`src/rtl/occ_link_pattern_pkg.sv`:
```
// Shared constants, checker state encoding and comma-word builders for the
// OCC 8b/10b link pattern generator/checker.
package occ_link_pattern_pkg;

  localparam logic [7:0] K28_5     = 8'hBC;
  localparam logic [7:0] FILLER    = 8'h95;
  localparam int         MAX_BYTES = 4;

  typedef enum logic [1:0] {
    ST_HUNT   = 2'd0,
    ST_SYNC   = 2'd1,
    ST_LOCKED = 2'd2
  } chk_state_e;

  // K28.5 sits in the most significant byte of the lane word.
  function automatic logic [8*MAX_BYTES-1:0] comma_word(input int bytes);
    logic [8*MAX_BYTES-1:0] w;
    w = '0;
    for (int i = 0; i < MAX_BYTES; i++) begin
      if (i < bytes) w[8*i +: 8] = (i == bytes - 1) ? K28_5 : FILLER;
    end
    return w;
  endfunction

  function automatic logic [MAX_BYTES-1:0] comma_kmask(input int bytes);
    logic [MAX_BYTES-1:0] m;
    m = '0;
    for (int i = 0; i < MAX_BYTES; i++) m[i] = (i == bytes - 1);
    return m;
  endfunction

endpackage

```
`src/rtl/occ_link_pattern_chk_lane.sv`:
```
// Per-lane receive checker: comma hunt, counter sync, lock tracking and
// saturating error/word counters.
module occ_link_pattern_chk_lane
  import occ_link_pattern_pkg::*;
#(
  parameter int g_BYTES       = 2,
  parameter int g_COMMA_LOG2  = 5,
  parameter int g_LOSS_THRESH = 4,
  parameter int g_CNT_WIDTH   = 32
) (
  input  logic                   clk_i,
  input  logic                   rst_i,
  input  logic [8*g_BYTES-1:0]   rxdata_i,
  input  logic [g_BYTES-1:0]     rxcharisk_i,
  input  logic [g_BYTES-1:0]     rxdisperr_i,
  input  logic [g_BYTES-1:0]     rxnotintable_i,
  input  logic                   cnt_clr_i,
  output logic                   locked_o,
  output logic [g_CNT_WIDTH-1:0] err_cnt_o,
  output logic [g_CNT_WIDTH-1:0] word_cnt_o
);
  localparam int                   W          = 8 * g_BYTES;
  localparam int                   L          = g_COMMA_LOG2;
  localparam logic [8*MAX_BYTES-1:0] COMMA_FULL = comma_word(g_BYTES);
  localparam logic [MAX_BYTES-1:0] KMASK_FULL = comma_kmask(g_BYTES);
  localparam logic [W-1:0]         COMMA      = COMMA_FULL[W-1:0];
  localparam logic [g_BYTES-1:0]   KMASK      = KMASK_FULL[g_BYTES-1:0];

  function automatic logic [g_CNT_WIDTH-1:0] sat_inc(input logic [g_CNT_WIDTH-1:0] v);
    return (&v) ? v : v + g_CNT_WIDTH'(1);
  endfunction

  // Stage 1: register the GT receive word and its flags
  logic [W-1:0]       rxdata_q;
  logic [g_BYTES-1:0] rxk_q;
  logic               rxbad_q;

  // Stage 2: checker state and counters
  chk_state_e             state_q, state_d;
  logic [W-1:0]           exp_q, exp_d;
  logic [3:0]             bad_run_q, bad_run_d;
  logic [g_CNT_WIDTH-1:0] err_q, err_d;
  logic [g_CNT_WIDTH-1:0] word_q, word_d;
  logic                   locked_q, locked_d;
  logic                   is_comma;
  logic                   good;

  always_comb begin
    state_d   = state_q;
    exp_d     = exp_q + W'(1);
    bad_run_d = bad_run_q;
    err_d     = err_q;
    word_d    = word_q;
    is_comma  = (rxdata_q == COMMA) && (rxk_q == KMASK);
    good      = 1'b0;
    case (state_q)
      ST_HUNT: begin
        bad_run_d = '0;
        if (is_comma && !rxbad_q) state_d = ST_SYNC;
      end
      ST_SYNC: begin
        if ((rxk_q == '0) && (rxdata_q[L-1:0] == L'(1)) && !rxbad_q) begin
          exp_d   = rxdata_q + W'(1);
          state_d = ST_LOCKED;
        end else begin
          state_d = ST_HUNT;
        end
      end
      ST_LOCKED: begin
        word_d = sat_inc(word_q);
        if (exp_q[L-1:0] == '0) good = is_comma;
        else                    good = (rxdata_q == exp_q) && (rxk_q == '0);
        if (good && !rxbad_q) begin
          bad_run_d = '0;
        end else begin
          err_d = sat_inc(err_q);
          if (bad_run_q >= 4'(g_LOSS_THRESH - 1)) begin
            bad_run_d = '0;
            state_d   = ST_HUNT;
          end else begin
            bad_run_d = bad_run_q + 4'd1;
          end
        end
      end
      default: state_d = ST_HUNT;
    endcase
    // Clear wins over an increment landing on the same edge.
    if (cnt_clr_i) begin
      err_d  = '0;
      word_d = '0;
    end
    locked_d = (state_d == ST_LOCKED);
  end

  always_ff @(posedge clk_i) begin
    if (rst_i) begin
      rxdata_q  <= '0;
      rxk_q     <= '0;
      rxbad_q   <= 1'b0;
      state_q   <= ST_HUNT;
      exp_q     <= '0;
      bad_run_q <= '0;
      err_q     <= '0;
      word_q    <= '0;
      locked_q  <= 1'b0;
    end else begin
      rxdata_q  <= rxdata_i;
      rxk_q     <= rxcharisk_i;
      rxbad_q   <= (|rxdisperr_i) | (|rxnotintable_i);
      state_q   <= state_d;
      exp_q     <= exp_d;
      bad_run_q <= bad_run_d;
      err_q     <= err_d;
      word_q    <= word_d;
      locked_q  <= locked_d;
    end
  end

  assign locked_o   = locked_q;
  assign err_cnt_o  = err_q;
  assign word_cnt_o = word_q;

endmodule

```
`config.mk`:
```
export PLATFORM = sky130hd
export DESIGN_NAME = occ_link_pattern_chk_lane
export DESIGN_NICKNAME = d
export VERILOG_FILES = /design/src/rtl/occ_link_pattern_pkg.sv /design/src/rtl/occ_link_pattern_chk_lane.sv
export SDC_FILE = /design/constraint.sdc
export NUM_CORES = 1
export LEC_CHECK = 0
export ABC_CLOCK_PERIOD_IN_PS = 2900
export BUFFER_PORTS_ARGS = -buffer_cell sky130_fd_sc_hd__buf_2
export CAP_MARGIN = 15
export CORE_UTILIZATION = 56
export CTS_CLUSTER_SIZE = 20
export DETAILED_ROUTE_END_ITERATION = 8
export GPL_TIMING_DRIVEN = 0
export PLACE_DENSITY = 0.8
export SLEW_MARGIN = 25
export SYNTH_ARGS = -nofsm -noshare
export SYNTH_HDL_FRONTEND = slang
export SYNTH_SLANG_ARGS = --single-unit
```
`constraint.sdc`:
```
create_clock -name clk_i -period 2.9 [get_ports clk_i]
set_input_delay 0.29 -clock clk_i [delete_from_list [all_inputs] [get_ports clk_i]]
set_output_delay 0.29 -clock clk_i [all_outputs]
set_load 0.01 [all_outputs]
```
# After elaboration in Yosys (flattened, before gate mapping)
# Index checks and enable logic that the tools add are counted.
dict set report op_classes {
  add_sub_neg 5
  order_cmp 1
  eq_ne 7
  n_mux 12
  bitwise 4
  n_reduce_logical 18
}
# op count
set op_table {}
lappend op_table {{adder 32 x 1 -> 32 bit (second input constant)} 2}
lappend op_table {{AND reduction 32 bit} 2}
lappend op_table {{adder 16 x 1 -> 16 bit (second input constant)} 2}
lappend op_table {{two-way mux 16 bit} 2}
lappend op_table {{equality test 16 bit} 1}
lappend op_table {{equality test 16 bit (second input constant)} 1}
lappend op_table {{two-way mux 2 bit} 4}
lappend op_table {{two-way mux 4 bit} 2}
lappend op_table {{one-hot mux 4 bit (2 select lines)} 1}
lappend op_table {{equality test 2 bit (second input constant)} 3}
lappend op_table {{logical AND 1 bit} 6}
lappend op_table {{one-hot mux 2 bit (3 select lines)} 1}
lappend op_table {{OR reduction 2 bit} 3}
lappend op_table {{equality test 5 x 1 -> 1 bit (second input constant)} 1}
lappend op_table {{zero test 5 bit} 1}
lappend op_table {{adder 4 x 1 -> 4 bit (second input constant)} 1}
lappend op_table {{>= comparator 4 x 2 -> 1 bit (second input constant)} 1}
lappend op_table {{zero test 2 bit} 2}
lappend op_table {{inverter 1 bit} 3}
lappend op_table {{AND reduction 3 bit} 1}
lappend op_table {{equality test 2 x 1 -> 1 bit (second input constant)} 1}
lappend op_table {{two-way mux 1 bit} 2}
lappend op_table {{AND reduction 2 bit} 1}
lappend op_table {{nonzero test 2 bit} 1}
lappend op_table {{other kinds (2)} 2}
dict set report totals {
  regBits 106
  input_bits 25
  output_inout_bits 65
  elab_cells 56
}

# Longest topological paths before layout
# Gate-level depths: netlist of the first run.
dict set report logic_depth {
  depth_word 8
  depth_mapped 10
  mapped_depth_nobuf 8
}

# Worst setup path after synthesis of the first run
# OpenSTA, ideal clock, no wires.
dict set report synth_path {
  path_type {register -> register}
  startpoint {register exp_q[0]}
  endpoint {register err_q[30] (netlist: err_cnt_o[30])}
  setup_time_ps 67
  t_arrival_ps 1967
  setup_slack_ps 865
  path_stages_with_launch 9
  n_path_buf 1
  synth_period_minus_slack_ps 2035
  cell_sequence {dfxtp_1 inv_1 ha_1 nor4b_4 a31oi_2 o21ai_4 buf_6 or4_1 a21oi_2}
}
dict set report synth_via {
  elab_chain_len 7
  word_cells_on_any_way 8
}
# item line_no
set synth_rtl {}
lappend synth_rtl {{from (decl)} occ_link_pattern_chk_lane.sv:40} ;# logic [W-1:0] exp_q, exp_d;
lappend synth_rtl {{from (signal assigned)} occ_link_pattern_chk_lane.sv:111} ;# exp_q <= exp_d;
lappend synth_rtl {{equality test 16 bit} occ_link_pattern_chk_lane.sv:72} ;# else good = (rxdata_q == exp_q) && (rxk_q == '0);
lappend synth_rtl {{logical AND 1 bit} occ_link_pattern_chk_lane.sv:72}
lappend synth_rtl {{two-way mux 1 bit *} occ_link_pattern_chk_lane.sv:71} ;# if (exp_q[L-1:0] == '0) good = is_comma;
lappend synth_rtl {{two-way mux 1 bit *} occ_link_pattern_chk_lane.sv:56} ;# case (state_q)
lappend synth_rtl {{logical AND 1 bit *} occ_link_pattern_chk_lane.sv:73} ;# if (good && !rxbad_q) begin
lappend synth_rtl {{inverter 1 bit (no line) *} --}
lappend synth_rtl {{AND reduction 3 bit (no line) *} --}
lappend synth_rtl {{to (signal assigned)} occ_link_pattern_chk_lane.sv:113} ;# err_q <= err_d;
lappend synth_rtl {{to (decl)} occ_link_pattern_chk_lane.sv:42} ;# logic [g_CNT_WIDTH-1:0] err_q, err_d;
# Every way passes the cells marked *; elsewhere a longest branch is shown, timed or not. The select of a mux whose other input is x is not followed.
# A chain may end at the register's enable or synchronous reset.

# Worst setup path in the final report of the first run
dict set report layout_path {
  startpoint {register rxdata_q[0]}
  endpoint {register exp_q[7]}
}
dict set report layout_via {
  elab_chain_len 5
  word_cells_on_any_way 6
}
# item line_no
set layout_rtl {}
lappend layout_rtl {{from (decl)} occ_link_pattern_chk_lane.sv:34} ;# logic [W-1:0] rxdata_q;
lappend layout_rtl {{from (signal assigned)} occ_link_pattern_chk_lane.sv:107} ;# rxdata_q <= rxdata_i;
lappend layout_rtl {{branches (longest 3 deep; another with adder 16 x 1 -> 16 bit)} --}
lappend layout_rtl {{two-way mux 16 bit *} occ_link_pattern_chk_lane.sv:62} ;# if ((rxk_q == '0) && (rxdata_q[L-1:0] == L'(1)) && !rxbad_q) begin
lappend layout_rtl {{two-way mux 16 bit *} occ_link_pattern_chk_lane.sv:56}
# Mark *: on every way between the ends.

==> results.yml, run 1 <==
timing:
  slew_headroom: 0.5273
  finalHoldViolCount: 0
  fin_crit_sh: 0.8818
  report.final.slew_viol_count: 0
  fin_crit_ps: 2557
  finalSetupTns_ps: 0
  setup_slack_ps: 342.7
  fmax_mhz: 391.0
  rsz0062_at_grt: "false"
  max_slew.worst_pin.slew_ps: 704.2
  final-setup-viol-count: 0
  finClkSkew_ps: 19.05
cts:
  cts_buffers: 9
  cts_resized: 0
  clockBufferDepth: 2
  postCtsSetupBuffers: 0
  htreeDepth: 3
  cts_tree: "done"
  clk_latency_ps: 380
  cts_sinks: 106
  path_clk_slew_ps: 100
  ctsHoldBuffers: 0
  root_buffer: "clkbuf_8"
setup_path:
  arrival_ps: 2860
  worst-r2r-setup-slack_ps: 340
  crit_required_ps: 3200
  critPathLaunch: "rxdata_q[0]"
  reg2reg_to: "exp_q[7]"
  r2r_cells: 7
  end_kind: "flip-flop"
  crit_type: "flip-flop to flip-flop"
  critPathLaunchType: "flip-flop"
  r2r-start: "rxdata_q[0]"
  cp_max_fo: 10
global_route:
  use_met1: 0.3452
  grt_use_met2: 0.4588
  grt_antenna_before_repair: 0
  grt_busiest_layer: "met2"
  grt_pass1_wl_um: 21530
  grt_pass1_vias: 4620
  grt_max_degree: 19
  grt-ovfl-total: 0
  grt_usage: 0.2692
  met3_usage: 0.04779
logic_synthesis:
  synth_cell_types: 59
  synth-edff-count: 0
  ys_warn_count: 0
  yosysSeqAreaShare: 0.4016
  async_flop_share: 0
  yosys_register_bits: 106
  ys.flop_type: "dfxtp_1"
  synth_area_per_cell_sq_um: 8.634
  syn_area_sq_um: 5284
  synth_cells: 612
  synth_nets: 644
routing:
  final_antenna_net_count: 0
  wl_um: 13210
  wl_per_cell_um: 15.95
  drc: 0
  routed_via_density: 6.080
  drt-pass1-iter-count: 5
  drtIter0Drc: 261
  route.vias.total: 5034
hold_path:
  worstHoldStart: "rxdata_i[11]"
  hold_path_end: "rxdata_q[11]"
  whs_path_depth: 2
  min_path_type: "input pin to flip-flop"
floorplan:
  ioPinCount: 90
  die_area_sq_um: 9828
  initial_core_util: 0.5746
  die_x_um: 99.14
  coreArea_sq_um: 9196
  rows: 35
  die_h_um: 99.14
placed_design:
  pre_cts_ws_ps: 455.1
  io_buffers: 89
  dp_hpwl_um: 9811
  place_congestion: 0.9634
power:
  max-vdd-ir-drop_v: 0.0002754
  intPower_mw: 2.021
  p_sw_uw: 628.3
  clockPowerShare: 0.389
  seqPwrFrac: 0.564
  switching_share: 0.2371
  power_frac_comb: 0.046
  leakage_nw: 2.272
  powerDensity_nw_per_um2: 434.8
finish:
  num_antenna_cells: 0
  final_nets: 744
  drive_gt1_frac: 0.1869
  syn_to_final_growth_pct: 15.32
run_status:
  status: "finished clean"
job:
  drv_cap: 0
-- cells in the final DEF, fill, tap and decap left out, types with 2 or more instances in the layout --
cell / count
nand3_1: 42
nor3b_1: 2
a211oi_1: 10
o211ai_1: 2
nor2b_1: 20
and3b_1: 2
nor4b_1: 3
inv_1: 16
clkbuf_1: 18
a31oi_1: 3
and4_1: 8
or4_1: 19
clkbuf_8: 9
a21oi_1: 31
nor2_1: 51
o21a_1: 2
xnor2_1: 19
o31ai_1: 19
o21ai_0: 8
a21oi_2: 3
and3_1: 9
nand2_1: 44
nand4_1: 27
ha_1: 7
or2_2: 5
nor4_1: 18
xor2_1: 38
nor3_1: 21
mux2i_1: 8
dfxtp_1: 106
buf_4: 2
o21ba_2: 2
bufinv_16: 2
or3_1: 17
buf_2: 93
-- how the worst max path moves through the flow --
stage	end	slack (ps)	cells after the start
floorplan	err_cnt_o[30]	870	8
global placement	exp_q[7]	510	7
detailed placement	exp_q[7]	460	7
CTS	exp_q[7]	420	7
global route	exp_q[7]	220	7
finish	exp_q[7]	340	7
-- kinds of logic (layout without fill, tap and decap cells) --
logic type,Yosys count,after routing,synth area share
simple gates,300,300,0.3168
flops,106,106,0.4016
compound gates,92,92,0.1196
xor+xnor,57,57,0.09448
buf+inv,42,147,0.03575
mux,8,8,0.01516
fa+ha+maj,7,7,0.01658
-- sequential cells by signal, summed over array words and instances (netlist names) --
| signal | cells |
|---|---|
| bad_run_q | 4 |
| err_cnt_o | 32 |
| exp_q | 16 |
| locked_o | 1 |
| rxbad_q | 1 |
| rxdata_q | 16 |
| rxk_q | 2 |
| state_q | 2 |
| word_cnt_o | 32 |
-- layer usage --
| layer | up-vias | part of all wire |
|---|---|---|
| met5 | - | 0 |
| met4 | 0 | 0.021 |
| met3 | 27 | 0.058 |
| met2 | 197 | 0.47 |
| met1 | 2379 | 0.45 |
| li1 | 2431 | - |
-- worst max-delay path, cell delays in order (launching register included) --
cell      delay (ps)
dfxtp_1          460
ha_1             200
nor4b_1          560
nor2b_1          270
and2_1           230
clkbuf_1         440
o211ai_1         150
a21oi_1          170
-- Yosys cell counts, types with 2 or more instances --
master	n	area, sq um
nor2_1	51	191.4
a21oi_1	31	155.2
o21a_1	2	15.01
and3b_1	2	17.52
xor2_1	38	332.8
nand2_1	44	165.2
nor3_1	21	105.1
mux2i_1	8	80.08
nor4_1	18	112.6
or3_1	17	106.4
a21oi_2	3	26.28
dfxtp_1	106	2122
buf_4	2	15.01
o31ai_1	19	142.6
nor4b_1	3	26.28
a31oi_1	3	18.77
o21ai_0	8	40.04
and4_1	8	70.07
or4_1	19	142.6
nand3_1	42	210.2
nor3b_1	2	15.01
nand4_1	27	168.9
nor2b_1	20	125.1
xnor2_1	19	166.4
ha_1	7	87.58
inv_1	16	60.06
a211oi_1	10	75.07
or2_2	5	31.28
o211ai_1	2	15.01
buf_2	4	20.02
clkbuf_1	18	67.56
and3_1	9	56.30
o21ba_2	2	20.02
-- cell type report --
class	count	area (sq um)
Buffer	26	128.9
Clock buffer	9	123.9
Clock inverter	7	101.3
Fill cell	788	3103
Inverter	16	60.06
Multi-Input combinational cell	464	2973
Sequential cell	106	2122
Tap cell	111	138.9
Timing Repair Buffer	89	445.4
-- metrics by stage --
step           total power, mW  hold WS (ps)    util  instances  area, sq um
6_report                 2.649         120.6  0.6626        828         6093
5_1_grt                  2.738         109.7  0.6626        828         6093
4_1_cts                  2.664         106.8  0.6626        828         6093
3_5_place_dp             1.650         456.0  0.6381        812         5868
3_3_place_gp             1.645         445.1  0.6381        812         5868
2_1_floorplan            1.602         410.0       -        612         5284
-- power by group through the flow --
stage,Sequential [mW],Clock [mW],Combinational (mW)
2_1_floorplan,1.52,0,0.0812
5_1_grt,1.50,1.11,0.135
3_3_place_gp,1.53,0,0.117
3_5_place_dp,1.53,0,0.121
4_1_cts,1.49,1.05,0.122
6_report,1.50,1.03,0.123
(Power assumes the default switching activity.)
==> run 2: changes to the inputs <==
- CORE_MARGIN: not set -> 2
- SLEW_MARGIN: 25 -> 0
==> run 2 against run 1 <==
Critical endpoint unchanged; power decreased by 4.6%; clock skew decreased by 5.9 ps; design area decreased by 0.55%.
==> results.yml, run 2 (same netlist as run 1, synthesis figures left out) <==
hold_path:
  min_path_type: "input pin to flip-flop"
  whs_path_depth: 2
  worstHoldStart: "rxdata_i[13]"
  hold_path_end: "rxdata_q[13]"
cts:
  postCtsSetupBuffers: 0
  cts_sinks: 106
  cts_tree: "done"
  path_clk_slew_ps: 90
  cts_buffers: 9
  root_buffer: "clkbuf_8"
  clockBufferDepth: 2
  cts_resized: 0
  clk_latency_ps: 380
  ctsHoldBuffers: 0
  htreeDepth: 3
routing:
  final_antenna_net_count: 0
  wl_per_cell_um: 16.14
  wl_um: 13330
  routed_via_density: 6.035
  drt-pass1-iter-count: 5
  drtIter0Drc: 265
  drc: 0
  route.vias.total: 4985
finish:
  drive_gt1_frac: 0.1846
  num_antenna_cells: 0
  final_cell_mix: "dfxtp_1, buf_2, nor2_1, nand2_1, nand3_1"
  layout_commonest_cell: "dfxtp_1"
  finalNonFillerCells: 826
  regArea_sq_um: 2122
  multi_input_area_sq_um: 2973
  fill_cells: 794
  syn_to_final_growth_pct: 14.68
  final_nets: 744
timing:
  max_slew.worst_pin.slew_ps: 702.0
  slew_headroom: 0.5289
  finalHoldViolCount: 0
  report.final.slew_viol_count: 0
  final-setup-viol-count: 0
  finClkSkew_ps: 13.17
  fmax_mhz: 392.8
  finalSetupTns_ps: 0
  fin_crit_ps: 2546
  rsz0062_at_grt: "false"
  fin_crit_sh: 0.8780
power:
  max-vdd-ir-drop_v: 0.0002225
  leakage_nw: 2.251
  p_total_mw: 2.529
  powerDensity_nw_per_um2: 417.3
setup_path:
  r2r_cells: 7
  worst-r2r-setup-slack_ps: 350
  worstPathCellList: "ha_1 -> nor4b_1 -> nor2b_1 -> and2_1 -> clkbuf_1 -> o211ai_1 -> a21oi_1"
  reg2reg_to: "exp_q[7]"
  crit_type: "flip-flop to flip-flop"
  arrival_ps: 2850
  critPathLaunchType: "flip-flop"
  cp_max_fo: 10
  critPathLaunch: "rxdata_q[0]"
  slowest_stage: "nor4b_1"
  crit_required_ps: 3200
  slowest_delay_ps: 550
  r2r-start: "rxdata_q[0]"
  end_kind: "flip-flop"
global_route:
  met3_usage: 0.05038
  grt_pass1_wl_um: 21910
  grt-ovfl-total: 0
  grt_use_met2: 0.4366
  grt_pass1_vias: 4689
  grt_max_degree: 17
  grt_antenna_before_repair: 0
  grt_usage: 0.2647
  grt_busiest_layer: "met2"
  use_met1: 0.3397
placed_design:
  io_buffers: 89
  dp_hpwl_um: 9902
  placed_cells: 812
  place_congestion: 0.9379
floorplan:
  die_h_um: 101.1
  rows: 35
  die_area_sq_um: 10230
  coreArea_sq_um: 9196
  die_x_um: 101.1
  ioPinCount: 90
  initial_core_util: 0.5746
run_status:
  status: "finished clean"
job:
  drv_cap: 0
[run 2: cell count changes in the layout (fill, tap and decap cells not counted), sizes merged]
cell	delta
inv	-2
bufinv	-1
clkbuf	+1
clkinv	-1
clkinvlp	+1
[run 2: worst max-delay path, delay by kind of cell, from the launching register on]
kind	cells	cell delay, ps
buf+inv	1	440
fa+ha+maj	1	220
simple gates	3	1040
compound gates	2	330
flops	1	460
[run 2: stage by stage]
step                hold slack, ps  instance area [sq um]  utilization  worst slack (ps)
floorplan                    410.0                   5284            -             865.3
global placement             445.1                   5868       0.6381             504.9
detailed placement           477.4                   5868       0.6381             425.8
CTS                          118.4                   6060       0.6589             394.0
global route                 119.4                   6060       0.6589             157.5
finish                       120.9                   6060       0.6589             353.9
[run 2: power breakdown]
part	internal [mW]	switching [mW]
Sequential	1.47	0.0224
Combinational	0.0528	0.0691
Clock	0.415	0.497
Total	1.94	0.589
[run 2: final cells by class]
type,count,area share
multi-input cells,464,0.4906
flip-flops and latches,106,0.3502
repair buffers,89,0.07351
well taps,111,0.02292
clock buffers,10,0.02271
plain buffers,26,0.02127
inverters,16,0.009911
clock inverters,4,0.008879
[run 2: routing by layer]
metal	share of wire	wire length [um]
met4	0.024	322
met2	0.47	6254
met3	0.058	772
met5	0	0
met1	0.45	5983
[run 2: how the worst max path moves through the flow]
stage,to,slack [ps],cells after the start
after floorplan,err_cnt_o[30],870,8
after CTS,exp_q[7],390,7
after detailed placement,exp_q[7],430,7
after global placement,exp_q[7],500,7
after global routing,err_cnt_o[24],160,8
final,exp_q[7],350,7
